--- src/rtl/sync_call_initiator.sv ---
// Initiator end of the sync valid/ready call protocol.
// Issues one operand pair to a compute target, waits (under a watchdog) for
// the target's result, and returns it upstream together with a latency count.
// Exactly one call is in flight at a time; every output comes straight from a flop.
module sync_call_initiator #(
  parameter int intN    = 8,
  parameter int TIMEOUT = 255,
  parameter int CW      = 8
) (
  input  logic            clk,
  input  logic            nrst,
  input  logic            req_valid,
  output logic            req_ready,
  input  logic [intN-1:0] req_a,
  input  logic [intN-1:0] req_b,
  output logic            dut_in_valid,
  input  logic            dut_in_ready,
  output logic [intN-1:0] dut_in0,
  output logic [intN-1:0] dut_in1,
  input  logic            dut_out_valid,
  output logic            dut_out_ready,
  input  logic [intN-1:0] dut_out0,
  output logic            rsp_valid,
  input  logic            rsp_ready,
  output logic [intN-1:0] rsp_data,
  output logic            rsp_timeout,
  output logic [CW-1:0]   rsp_cycles
);

  typedef enum logic [1:0] {
    S_IDLE,
    S_ISSUE,
    S_WAIT,
    S_RESP
  } state_t;

  localparam logic [CW-1:0] TIMEOUT_C = CW'(TIMEOUT);
  localparam logic [CW-1:0] CNT_MAX   = '1;

  state_t          state_q, state_d;
  logic [CW-1:0]   cnt_q, cnt_d;
  logic [CW-1:0]   cnt_inc;
  logic            req_ready_q, req_ready_d;
  logic            in_valid_q, in_valid_d;
  logic            out_ready_q, out_ready_d;
  logic [intN-1:0] in0_q, in0_d;
  logic [intN-1:0] in1_q, in1_d;
  logic            rsp_valid_q, rsp_valid_d;
  logic [intN-1:0] rsp_data_q, rsp_data_d;
  logic            rsp_timeout_q, rsp_timeout_d;
  logic [CW-1:0]   rsp_cycles_q, rsp_cycles_d;

  // Saturating increment of the WAIT-cycle counter; it is also the count
  // reported for the cycle on which the result is captured.
  assign cnt_inc = (cnt_q == CNT_MAX) ? cnt_q : cnt_q + 1'b1;

  // Next-state and next-output decode for the call sequence.
  always_comb begin
    // NOTE: every *_d gets a hold value first so no path through the case
    // leaves a variable unassigned, which would otherwise infer a latch.
    state_d       = state_q;
    cnt_d         = cnt_q;
    req_ready_d   = req_ready_q;
    in_valid_d    = in_valid_q;
    out_ready_d   = out_ready_q;
    in0_d         = in0_q;
    in1_d         = in1_q;
    rsp_valid_d   = rsp_valid_q;
    rsp_data_d    = rsp_data_q;
    rsp_timeout_d = rsp_timeout_q;
    rsp_cycles_d  = rsp_cycles_q;

    case (state_q)
      S_IDLE: begin
        if (req_valid) begin
          in0_d       = req_a;
          in1_d       = req_b;
          req_ready_d = 1'b0;
          in_valid_d  = 1'b1;
          state_d     = S_ISSUE;
        end
      end
      S_ISSUE: begin
        // in_valid stays up until the target takes the operands; no watchdog here.
        if (dut_in_ready) begin
          in_valid_d  = 1'b0;
          out_ready_d = 1'b1;
          cnt_d       = '0;
          state_d     = S_WAIT;
        end
      end
      S_WAIT: begin
        cnt_d = cnt_inc;
        // A result arriving on the final watchdog cycle still wins.
        if (dut_out_valid) begin
          rsp_data_d    = dut_out0;
          rsp_cycles_d  = cnt_inc;
          rsp_timeout_d = 1'b0;
          out_ready_d   = 1'b0;
          rsp_valid_d   = 1'b1;
          state_d       = S_RESP;
        end else if (cnt_inc == TIMEOUT_C) begin
          rsp_data_d    = '0;
          rsp_cycles_d  = TIMEOUT_C;
          rsp_timeout_d = 1'b1;
          out_ready_d   = 1'b0;
          rsp_valid_d   = 1'b1;
          state_d       = S_RESP;
        end
      end
      S_RESP: begin
        if (rsp_ready) begin
          rsp_valid_d = 1'b0;
          req_ready_d = 1'b1;
          state_d     = S_IDLE;
        end
      end
      default: begin
        state_d     = S_IDLE;
        req_ready_d = 1'b1;
        in_valid_d  = 1'b0;
        out_ready_d = 1'b0;
        rsp_valid_d = 1'b0;
      end
    endcase
  end

  // State and output registers; reset abandons any call in flight.
  always_ff @(posedge clk) begin
    // NOTE: non-blocking assignments so every flop samples pre-edge values.
    if (!nrst) begin
      state_q       <= S_IDLE;
      cnt_q         <= '0;
      req_ready_q   <= 1'b1;
      in_valid_q    <= 1'b0;
      out_ready_q   <= 1'b0;
      in0_q         <= '0;
      in1_q         <= '0;
      rsp_valid_q   <= 1'b0;
      rsp_data_q    <= '0;
      rsp_timeout_q <= 1'b0;
      rsp_cycles_q  <= '0;
    end else begin
      state_q       <= state_d;
      cnt_q         <= cnt_d;
      req_ready_q   <= req_ready_d;
      in_valid_q    <= in_valid_d;
      out_ready_q   <= out_ready_d;
      in0_q         <= in0_d;
      in1_q         <= in1_d;
      rsp_valid_q   <= rsp_valid_d;
      rsp_data_q    <= rsp_data_d;
      rsp_timeout_q <= rsp_timeout_d;
      rsp_cycles_q  <= rsp_cycles_d;
    end
  end

  assign req_ready     = req_ready_q;
  assign dut_in_valid  = in_valid_q;
  assign dut_out_ready = out_ready_q;
  assign dut_in0       = in0_q;
  assign dut_in1       = in1_q;
  assign rsp_valid     = rsp_valid_q;
  assign rsp_data      = rsp_data_q;
  assign rsp_timeout   = rsp_timeout_q;
  assign rsp_cycles    = rsp_cycles_q;

endmodule

--- config.mk ---
export PLATFORM = sky130hd
export DESIGN_NAME = sync_call_initiator
export DESIGN_NICKNAME = d
export VERILOG_FILES = /design/src/rtl/sync_call_initiator.sv
export SDC_FILE = /design/constraint.sdc
export NUM_CORES = 1
export LEC_CHECK = 0
export ABC_AREA = 1
export BUFFER_PORTS_ARGS = -buffer_cell sky130_fd_sc_hd__buf_2
export CORE_ASPECT_RATIO = 0.8
export CORE_MARGIN = 10
export CORE_UTILIZATION = 30
export CTS_BUF_LIST = sky130_fd_sc_hd__clkbuf_4
export CTS_CLUSTER_DIAMETER = 120
export DETAILED_ROUTE_END_ITERATION = 10
export PLACE_DENSITY = 0.51
export SLEW_MARGIN = 0
export SYNTH_ARGS = -nofsm -noshare
export SYNTH_HDL_FRONTEND = slang
export SYNTH_SLANG_ARGS = --single-unit
--- constraint.sdc ---
create_clock -name clk -period 1.94 [get_ports clk]
set_input_delay 0.291 -clock clk [delete_from_list [all_inputs] [get_ports clk]]
set_output_delay 0.291 -clock clk [all_outputs]
set_load 0.05 [all_outputs]
==> results of run 1 <==
==> registers in the layout, summed over array words and instances (netlist names) <==
name	count
cnt_q	8
rsp_timeout	1
dut_out_ready	1
rsp_data	8
dut_in0	8
dut_in_valid	1
state_q	2
req_ready	1
rsp_valid	1
rsp_cycles	8
dut_in1	8
==> layout by cell type (no fill, tap or decap), types with 3 or more instances in the layout <==
cell      netlist  routed
nand2_1        73      69
buf_2           0      66
dfxtp_1        47      43
nor2_1         41      39
inv_1          31      30
o21ai_0        25      25
a21oi_1        20      20
nand3_1        12      10
buf_4           0       8
nand2_2         4       7
a21oi_2         5       5
clkbuf_4        0       5
ha_1            6       4
dfxtp_2         0       4
nor2_4          2       3
clkinv_1        3       3
nand4_1         3       3
nand2_8         0       3
a21oi_4         3       3
==> worst max-delay path by stage <==
| stage | endpoint | slack, ns | depth (start not counted) | from |
|---|---|---|---|---|
| 3_3_place_gp | rsp_data[3] | 0.11 | 12 | cnt_q[0] |
| 6_report | rsp_data[5] | 0.16 | 12 | cnt_q[1] |
| 3_5_place_dp | rsp_data[7] | 0.03 | 14 | cnt_q[0] |
| 5_1_grt | rsp_data[5] | 0.03 | 12 | cnt_q[1] |
| 4_1_cts | rsp_data[5] | 0.01 | 14 | cnt_q[0] |
| 2_1_floorplan | rsp_data[5] | 0.15 | 13 | cnt_q[0] |
==> what timing repair did <==
item                       in CTS  in global routing
setup endpoints to repair       0                 20
hold endpoints to repair        0                  0
gates resized for setup         0                 24
==> per-stage QoR <==
step / cell area, um^2 / setup slack (ns) / cells / power (mW) / hold slack (ns)
6_report: 2780 / 0.157 / 456 / 3.47 / 0.148
5_1_grt: 2780 / 0.0350 / 456 / 3.69 / 0.129
4_1_cts: 2660 / 0.0115 / 455 / 3.42 / 0.132
3_5_place_dp: 2600 / 0.0296 / 447 / 2.92 / 0.451
3_3_place_gp: 2600 / 0.109 / 447 / 2.92 / 0.445
2_1_floorplan: 2140 / 0.154 / 293 / 2.51 / 0.440
==> area by class of cell <==
cell class / count / area share
clock buffers: 5 / 0.0135
clock inverters: 3 / 0.00901
inverters: 35 / 0.0477
multi-input cells: 205 / 0.409
flip-flops and latches: 47 / 0.341
well taps: 87 / 0.0392
repair buffers: 74 / 0.141
==> worst max-delay path, stage by stage, from the launching register on <==
cell and delay, ns:
dfxtp_2 0.39, ha_4 0.15, inv_2 0.05, nor2_4 0.12, nand2_4 0.11, nand2_1 0.13, nand3_1 0.11, nor2_2 0.16
nand2_4 0.11, nand2_8 0.13, nand2_8 0.08, nand2_2 0.08, a21oi_1 0.05
==> where the power goes <==
part / switching (mW) / leakage (nW) / internal (mW)
registers: 0.107 / 0.387 / 1.17
logic: 1.25 / 0.836 / 0.446
clock network: 0.346 / 0.0314 / 0.146
total: 1.70 / 1.25 / 1.76
==> cell families (layout without fill, tap and decap cells) <==
family / after synthesis / after routing
flip-flops: 47 / 47
adder cells (fa/ha/maj): 6 / 6
AND/OR/NAND/NOR: 142 / 143
buffers and inverters: 42 / 117
AO/OA/AOI/OAI: 55 / 55
XOR/XNOR: 1 / 1
==> metal layers <==
metal | wire length [um] | vias to the layer above | track usage
met5 | 0 | - | 0
met1 | 3050 | 902 | 0.151
met4 | 34 | 0 | 0.0219
li1 | - | 1079 | -
met3 | 464 | 4 | 0.0352
met2 | 2500 | 64 | 0.157
==> impl_results.md, run 1 <==
- Status: completed
- Die height: 95.6 um
- Post-Synthesis Cell Area: 2140 um^2
- Clock Latency Late Sink: 0.37 ns
- Slew Limit Fails: 0
- Arrival time worst endpoint: 2.05 ns
- CTS buffer count: 5
- Most common cell in the netlist: nand2_1
- Fillers: 734
- Count of hold-fix buffers inserted at cts: 0
- Initial Util: 0.310
- Sequential-to-total area share from yosys stat: 0.439
- Reg2reg setup slack: 0.16 ns
- Hold endpoint: rsp_data[6]
- Register area: 946 um^2
- Setup TNS: 0 ns
- HP Class: in -> reg
- Final min period: 1.78 ns
- Hpwl dp: 4420 um
- Distinct cells, synth: 25
- Routability Congestion: 0.942
- Die span in x: 115 um
- Hold wc startpoint: dut_out0[6]
- CTS clk-pin slew, worst paths: 0.16 ns
- Post-detailed-route wirelength per cell: 13.3 um
- Vias post-DR: 2049
- Htree depth: 2
- Largest net degree at the start of global routing: 29
- Nets: 404
- Drt pass-1 iters: 4
- DIE AREA: 11000 um^2
- Largest family of logic cells by synthesized area: simple AND/OR/NAND/NOR gates
- Vias/cell: 4.49
- Antenna diodes: 0
- Post-synthesis mux area share: 0
- Final hold violation count: 0
- Static Leak: 1.25 nW
- Reg2reg end: rsp_data[5]
- Top cells by area, synth: dfxtp_1, nand2_1, nor2_1, o21ai_0, inv_1
- Hold path depth: 3
- Fmax: 561 MHz
- Clock Sinks: 47
- Total grt overflow: 0
- Max Cap Viol: 0
- Mapped Cells: 293
- Core Footprint: 6930 um^2
- Worst vdd ir: 0.000438 V
- Compound-Gate Fraction of Synth Area: 0.154
- Initial antenna violation count: 0
- Yosys top cell area share: 0.439
- Routed wire length: 6050 um
- TritonCTS clock tree: built
- Number of flops mapped to enable cells by yosys: 0
- Final setup fails: 0
- Share of cells above drive strength 1: 0.322
- Syn Nets: 329
- Setup repair after global routing missed its margin: no
- Worst-margin pin slew: 0.527 ns
- # Post-CTS Setup Buffers: 0
- Max_slew headroom: 0.646
- CP Data Required Time: 2.20 ns
- Post-Synth Adder-Cell Area: 0.0350
- Fin util: 0.401
- Ys async rst share: 0
- GR Util All Layers: 0.108
- R2R cell count: 12
- Synth Flop Type: dfxtp_1
- Final ANT Viol Nets: 0
- Commonest cells in the netlist: nand2_1, dfxtp_1, nor2_1, inv_1, o21ai_0
- CP Capture Type: flip-flop
- Syn-to-layout area delta: 29.5%
- Synth area leader: dfxtp_1
- Worst r2r src: cnt_q[1]
- Power per cell area: 1250 nW/um^2
- Post-route clock skew: 0.0135 ns
- Vias in the first global route: 1953
- Max Fanout on Critical Path: 8
- Critical Path Source Type: flip-flop
- Residual DRC count: 0
- Port Buffers: 66
- Top Ports: 67
- Seq cells post-synth: 47
- Area of the multi-input gates: 1140 um^2
- Final Cycle Share: 0.919
- Global-route wire length before repair: 9740 um
- Xor and xnor area share after synthesis: 0.00408
- Yosys warns: 0
- Row count: 27
- Critical path type: reg -> reg
- Root buffer cell: clkbuf_4
- Post-Synth Simple-Gate Area: 0.286
- Syn_area_per_cell: 7.32 um^2
- Drt first-iter violations: 100
- Clock buffer depth: 2
Note: power is estimated with default switching activity, not from simulation.
==> inputs of run 2 (changes only) <==
--- a/config.mk
+++ b/config.mk
@@ -13,7 +13,7 @@
 export CTS_BUF_LIST = sky130_fd_sc_hd__clkbuf_4
 export CTS_CLUSTER_DIAMETER = 120
 export DETAILED_ROUTE_END_ITERATION = 10
-export PLACE_DENSITY = 0.51
+export PLACE_DENSITY_LB_ADDON = 0.05
 export SLEW_MARGIN = 0
 export SYNTH_ARGS = -nofsm -noshare
 export SYNTH_HDL_FRONTEND = slang
==> run 2 against run 1 <==
Sequential share of layout area fell by 0.42 points. Largest cell class unchanged. Sequential power about the same. Clock skew down 0.0038 ns. Via count is 0.88% lower. Global-route usage up 0.056 points. Hold slack improved by 0.013 ns. Power is 6.1% higher. Register-to-register slack is essentially flat. Highest routed layer unchanged. Routed wire length grew 1.0%. Clock power is 51% higher.
==> impl_results.md, run 2 (synthesized netlist as in run 1, its figures left out) <==
- Status: completed
- Initial Util: 0.310 (unchanged)
- Clock Latency Late Sink: 0.36 ns (about the same)
- Final ANT Viol Nets: 0 (unchanged)
- Htree depth: 2 (unchanged)
- Final Cycle Share: 0.926 (+0.00666)
- Drt first-iter violations: 84 (-16%)
- Total grt overflow: 0 (unchanged)
- Worst-margin pin slew: 0.363 ns (-0.164 ns)
- Syn-to-layout area delta: 30.8%
- Routed wire length: 6120 um (+1.0%)
- Residual DRC count: 0 (unchanged)
- Die span in x: 115 um (unchanged)
- Nets: 409 (+1.2%)
- Clock buffer depth: 2 (unchanged)
- Final min period: 1.80 ns (+0.0129 ns)
- Row count: 27 (unchanged)
- Core Footprint: 6930 um^2 (unchanged)
- GR Util All Layers: 0.108 (+0.000559)
- Setup TNS: 0 ns (unchanged)
- Most frequent cells in the layout: nand2_1, buf_2, dfxtp_1
- Power per cell area: 1310 nW/um^2 (+5.1%)
- Area of the multi-input gates: 1090 um^2 (-4.4%)
- Largest net degree at the start of global routing: 19 (-34%)
- Max Fanout on Critical Path: 8 (unchanged)
- Max_slew headroom: 0.755 (+0.109)
- Root buffer cell: clkbuf_4
- Commonest non-fill, non-tap cell in the layout: nand2_1
- Die height: 95.6 um (unchanged)
- Post-detailed-route wirelength per cell: 13.3 um (about the same)
- CTS clk-pin slew, worst paths: 0.14 ns (-0.02 ns)
- Arrival time worst endpoint: 2.09 ns (+0.04 ns)
- Fin util: 0.405 (+0.00398)
- Vias/cell: 4.41 (-2.0%)
- CP Data Required Time: 2.24 ns (+0.04 ns)
- Port Buffers: 66 (unchanged)
- Register area: 943 um^2 (-0.26%)
- Reg2reg setup slack: 0.14 ns (about the same)
- Post-route clock skew: 0.00974 ns (-0.00379 ns)
- TritonCTS clock tree: built
- Max Cap Viol: 0 (unchanged)
- Share of cells above drive strength 1: 0.307 (-0.0150)
- Vias in the first global route: 2008 (+2.8%)
- Fillers: 740 (+0.82%)
- # Post-CTS Setup Buffers: 0 (unchanged)
- CP Capture Type: flip-flop
- Fmax: 557 MHz (-0.72%)
- Antenna diodes: 0 (unchanged)
- Critical Path Source Type: flip-flop
- Critical path type: reg -> reg
- HP Class: in -> reg
- CTS buffer count: 5 (unchanged)
- Global-route wire length before repair: 9720 um (-0.13%)
- Final setup fails: 0 (unchanged)
- Static Leak: 1.28 nW (+2.1%)
- Hpwl dp: 4540 um (+2.7%)
- Worst vdd ir: 0.000558 V (+27%)
- Top Ports: 67 (unchanged)
- Routability Congestion: 0.847 (-10%)
- Vias post-DR: 2031 (-0.88%)
- Initial antenna violation count: 0 (unchanged)
- Drt pass-1 iters: 5 (+1)
- Final hold violation count: 0 (unchanged)
- Count of hold-fix buffers inserted at cts: 0 (unchanged)
- Overall Power: 3.68 mW (+6.1%)
- DIE AREA: 11000 um^2 (unchanged)
- Slew Limit Fails: 0 (unchanged)
- Clock Sinks: 47 (unchanged)
-- run 2: what timing repair did --
item | 4_1_cts | 5_1_grt
pin swaps | 0 | 2
cloned | 0 | 1
endpoints found under the setup margin | 4 | 21
resized for setup | 1 | 9
-- run 2: power by group --
part	switching, mW	leakage, nW	internal (mW)
sequential	0.102	0.385	1.17
clock	0.324	0.0559	0.416
combinational	1.24	0.839	0.428
total	1.66	1.28	2.01
-- run 2: final timing paths --
check                   start       endpoint  cells after the start
setup / recovery     cnt_q[1]  rsp_cycles[5]                     13
hold / removal    dut_out0[2]    rsp_data[2]                      3
setup reg to reg     cnt_q[1]  rsp_cycles[5]                     13
hold reg to reg     rsp_valid      rsp_valid                      2
-- run 2: per-layer routing --
metal / up-vias / global-route usage / wire [um]
met4: 0 / 0.0313 / 31
met1: 895 / 0.139 / 3040
met3: 2 / 0.0402 / 401
met5: - / 0 / 0
li1: 1086 / - / -
met2: 48 / 0.167 / 2640
-- run 2: layout make-up --
cell class,count,share of cell area
multi-input combinational,205,0.388
sequential,47,0.336
timing repair buffer,79,0.153
inverter,35,0.0473
tap,87,0.0388
clock inverter,2,0.0214
clock buffer,6,0.0161
-- run 2: critical path, cell delays in order, from the launching register on --
cell,delay [ns]
dfxtp_2,0.38
ha_4,0.15
inv_1,0.06
nor2_4,0.15
nand2_4,0.11
clkinv_2,0.06
nand2_1,0.04
nand2_1,0.09
nand2_1,0.08
nor2_2,0.10
nand2_2,0.09
nand2_4,0.17
nand2_8,0.12
a21oi_2,0.13
-- run 2: through the flow --
step / hold slack, ns / std cells / worst slack, ns / cell area, um^2
floorplan: 0.440 / 293 / 0.154 / 2140
global route: 0.135 / 461 / -0.000774 / 2810
finish: 0.162 / 461 / 0.144 / 2810
CTS: 0.139 / 460 / 0.0276 / 2750
global placement: 0.430 / 452 / 0.0383 / 2640
detailed placement: 0.445 / 452 / 0.0203 / 2640
==> inputs of run 3 (changes only) <==
==> constraint.sdc (replaced) <==
create_clock -name clk -period 1.94 [get_ports clk]
set_input_delay 0 -clock clk [delete_from_list [all_inputs] [get_ports clk]]
set_output_delay 0 -clock clk [all_outputs]
set_load 0.05 [all_outputs]
==> run 3 against run 2 <==
Non-clock buffer count increased by 24. Combinational power about the same. Power increased by 0.58%. Maximum frequency decreased by 0.90%. Count of clock-buffer cells in the layout unchanged. Design area increased by 7.5%. Hold slack got worse by 0.15 ns. Largest power group unchanged. Highest routed layer unchanged.
==> impl_results.md, run 3 (synthesized netlist as in run 1, its figures left out) <==
- Port Buffers: 66 (unchanged)
- Crit-path slowest cell: dfxtp_2
- Clock Latency Late Sink: 0.35 ns (about the same)
- Fin util: 0.436 (+0.0305)
- Worst path cell trace: ha_2 > inv_1 > nor2_4 > nand2_4 > clkinv_2 > nand2_1 > nand2_1 > nand2_1 > nor2_2 > nand2_2 > nand2_4 > nand2_4 > a21oi_4
- Family with the most delay on the worst path: simple AND/OR/NAND/NOR gates
- Setup ws final: 0.128 ns (-0.0163 ns)
- Htree depth: 2 (unchanged)
- Cells after DPL: 451 (-0.22%)
- Critical Path Max Stage Delay: 0.36 ns (-0.02 ns)
- Setup TNS: 0 ns (unchanged)
- GR Util All Layers: 0.113 (+0.00504)
- Overall Power: 3.70 mW (+0.58%)
- Max Cap Viol: 0 (unchanged)
- Final setup fails: 0 (unchanged)
- Largest net degree at the start of global routing: 29 (+10)
- Row count: 27 (unchanged)
- Max_slew headroom: 0.571 (-0.184)
- Int Pwr: 2.04 mW (+1.3%)
- TritonCTS clock tree: built
- Vias in the first global route: 2111 (+5.1%)
- Global-route wire length before repair: 10100 um (+4.4%)
- Clock buffer depth: 2 (unchanged)
- Final min period: 1.81 ns (+0.0163 ns)
- WP buf/inv: 2 (unchanged)
- Final instance count without filler cells: 485 (+5.2%)
- Final ANT Viol Nets: 0 (unchanged)
- Seq pwr share: 0.343 (-0.003)
- Drt pass-1 iters: 4 (-1)
- Core Footprint: 6930 um^2 (unchanged)
- Pre-CTS setup slack: 0.0393 ns (+0.0190 ns)
- Worst vdd ir: 0.000562 V (+0.63%)
- Root buffer cell: clkbuf_4
- Die span in x: 115 um (unchanged)
- Vias/cell: 4.47 (+1.5%)
- Top Ports: 67 (unchanged)
- Initial antenna violation count: 0 (unchanged)
- Post-route clock skew: 0.0105 ns (+0.000775 ns)
- Max Fanout on Critical Path: 8 (unchanged)
- Routability Congestion: 0.843 (-0.53%)
- CTS buffer count: 5 (unchanged)
- CTS clk-pin slew, worst paths: 0.14 ns (about the same)
- DIE AREA: 11000 um^2 (unchanged)
- Fmax: 552 MHz (-0.90%)
- Routed wire length: 6300 um (+3.0%)
- Hpwl dp: 4440 um (-2.1%)
- Most frequent cells in the layout: nand2_1, buf_2, dfxtp_1
- Power per cell area: 1230 nW/um^2 (-6.5%)
- Slew Limit Fails: 0 (unchanged)
- Logic pwr share: 0.458 (+0.005)
- Critical Path Source Type: flip-flop
- Clock group share of total power: 0.200 (about the same)
- CP Capture Type: flip-flop
- Commonest non-fill, non-tap cell in the layout: nand2_1
- Switch share: 0.449 (-0.00393)
- Total grt overflow: 0 (unchanged)
- Syn-to-layout area delta: 40.7%
- P_sw: 1.66 mW (-0.30%)
- Initial Util: 0.310 (unchanged)
- Residual DRC count: 0 (unchanged)
- Status: completed
- Static Leak: 1.38 nW (+8.0%)
- CP Data Required Time: 2.24 ns (about the same)
- Share of cells above drive strength 1: 0.279 (-0.0286)
- Worst-margin pin slew: 0.639 ns (+0.276 ns)
- Final hold violation count: 0 (unchanged)
- Post-detailed-route wirelength per cell: 13.0 um (-2.1%)
- Nets: 433 (+5.9%)
- Critical path type: reg -> reg
- Vias post-DR: 2169 (+6.8%)
- Antenna diodes: 0 (unchanged)
- Arrival time worst endpoint: 2.11 ns (+0.02 ns)
- Reg2reg setup slack: 0.13 ns (-0.02 ns)
- Drt first-iter violations: 84 (unchanged)
- Die height: 95.6 um (unchanged)
- HP Class: in -> reg
- Clock Sinks: 47 (unchanged)
- Final Cycle Share: 0.934 (+0.00838)
[run 3: cell types whose count changed in the layout (fill, tap and decap cells not counted), sizes merged]
cell         delta
dlygate4sd3    +25
buf             -1
[run 3: metal layers]
metal  global-route usage  part of all wire  up-vias
li1                     -                 -     1135
met1                0.146              0.49      972
met2                0.178              0.43       58
met3               0.0377             0.065        4
met4               0.0292            0.0089        0
met5                    0                 0        -
[run 3: stage by stage]
stage | cell area (um^2) | hold WS, ns
floorplan | 2140 | 0.149
global placement | 2630 | 0.249
detailed placement | 2630 | 0.258
CTS | 2990 | 0.00691
global route | 3020 | 0.0336
finish | 3020 | 0.0151
[run 3: what timing repair did]
item,CTS,global route
hold endpoints to repair,26,0
resized for setup,0,5
hold buffers,25,0
setup buffers,0,0
endpoints found under the setup margin,0,19
[run 3: power groups by stage]
stage               logic [mW]  registers [mW]  clock network, mW
floorplan                0.601            1.91                  0
global placement          1.65            1.29                  0
finish                    1.69            1.27              0.739
CTS                       1.69            1.27              0.770
global route              1.85            1.29              0.800
detailed placement        1.65            1.29                  0
[run 3: area by class of cell]
type,count,area (um^2)
Tap cell,87,109
Multi-Input combinational cell,205,1060
Clock buffer,6,45.0
Clock inverter,2,60.1
Inverter,35,133
Sequential cell,47,943
Fill cell,728,3910
Timing Repair Buffer,103,671
[run 3: worst paths after layout]
path | cells after the start | from | end
worst min-delay path | 5 | req_valid | req_ready
worst max register to register | 13 | cnt_q[1] | rsp_cycles[0]
worst max-delay path | 13 | cnt_q[1] | rsp_cycles[0]
worst min register to register | 2 | rsp_valid | rsp_valid
[run 3: worst reg2reg max path, stage by stage, from the launching register on]
cell      delay (ns)
dfxtp_2         0.36
ha_2            0.20
inv_1           0.07
nor2_4          0.12
nand2_4         0.10
clkinv_2        0.06
nand2_1         0.04
nand2_1         0.09
nand2_1         0.08
nor2_2          0.10
nand2_2         0.09
nand2_4         0.14
nand2_4         0.16
a21oi_4         0.14
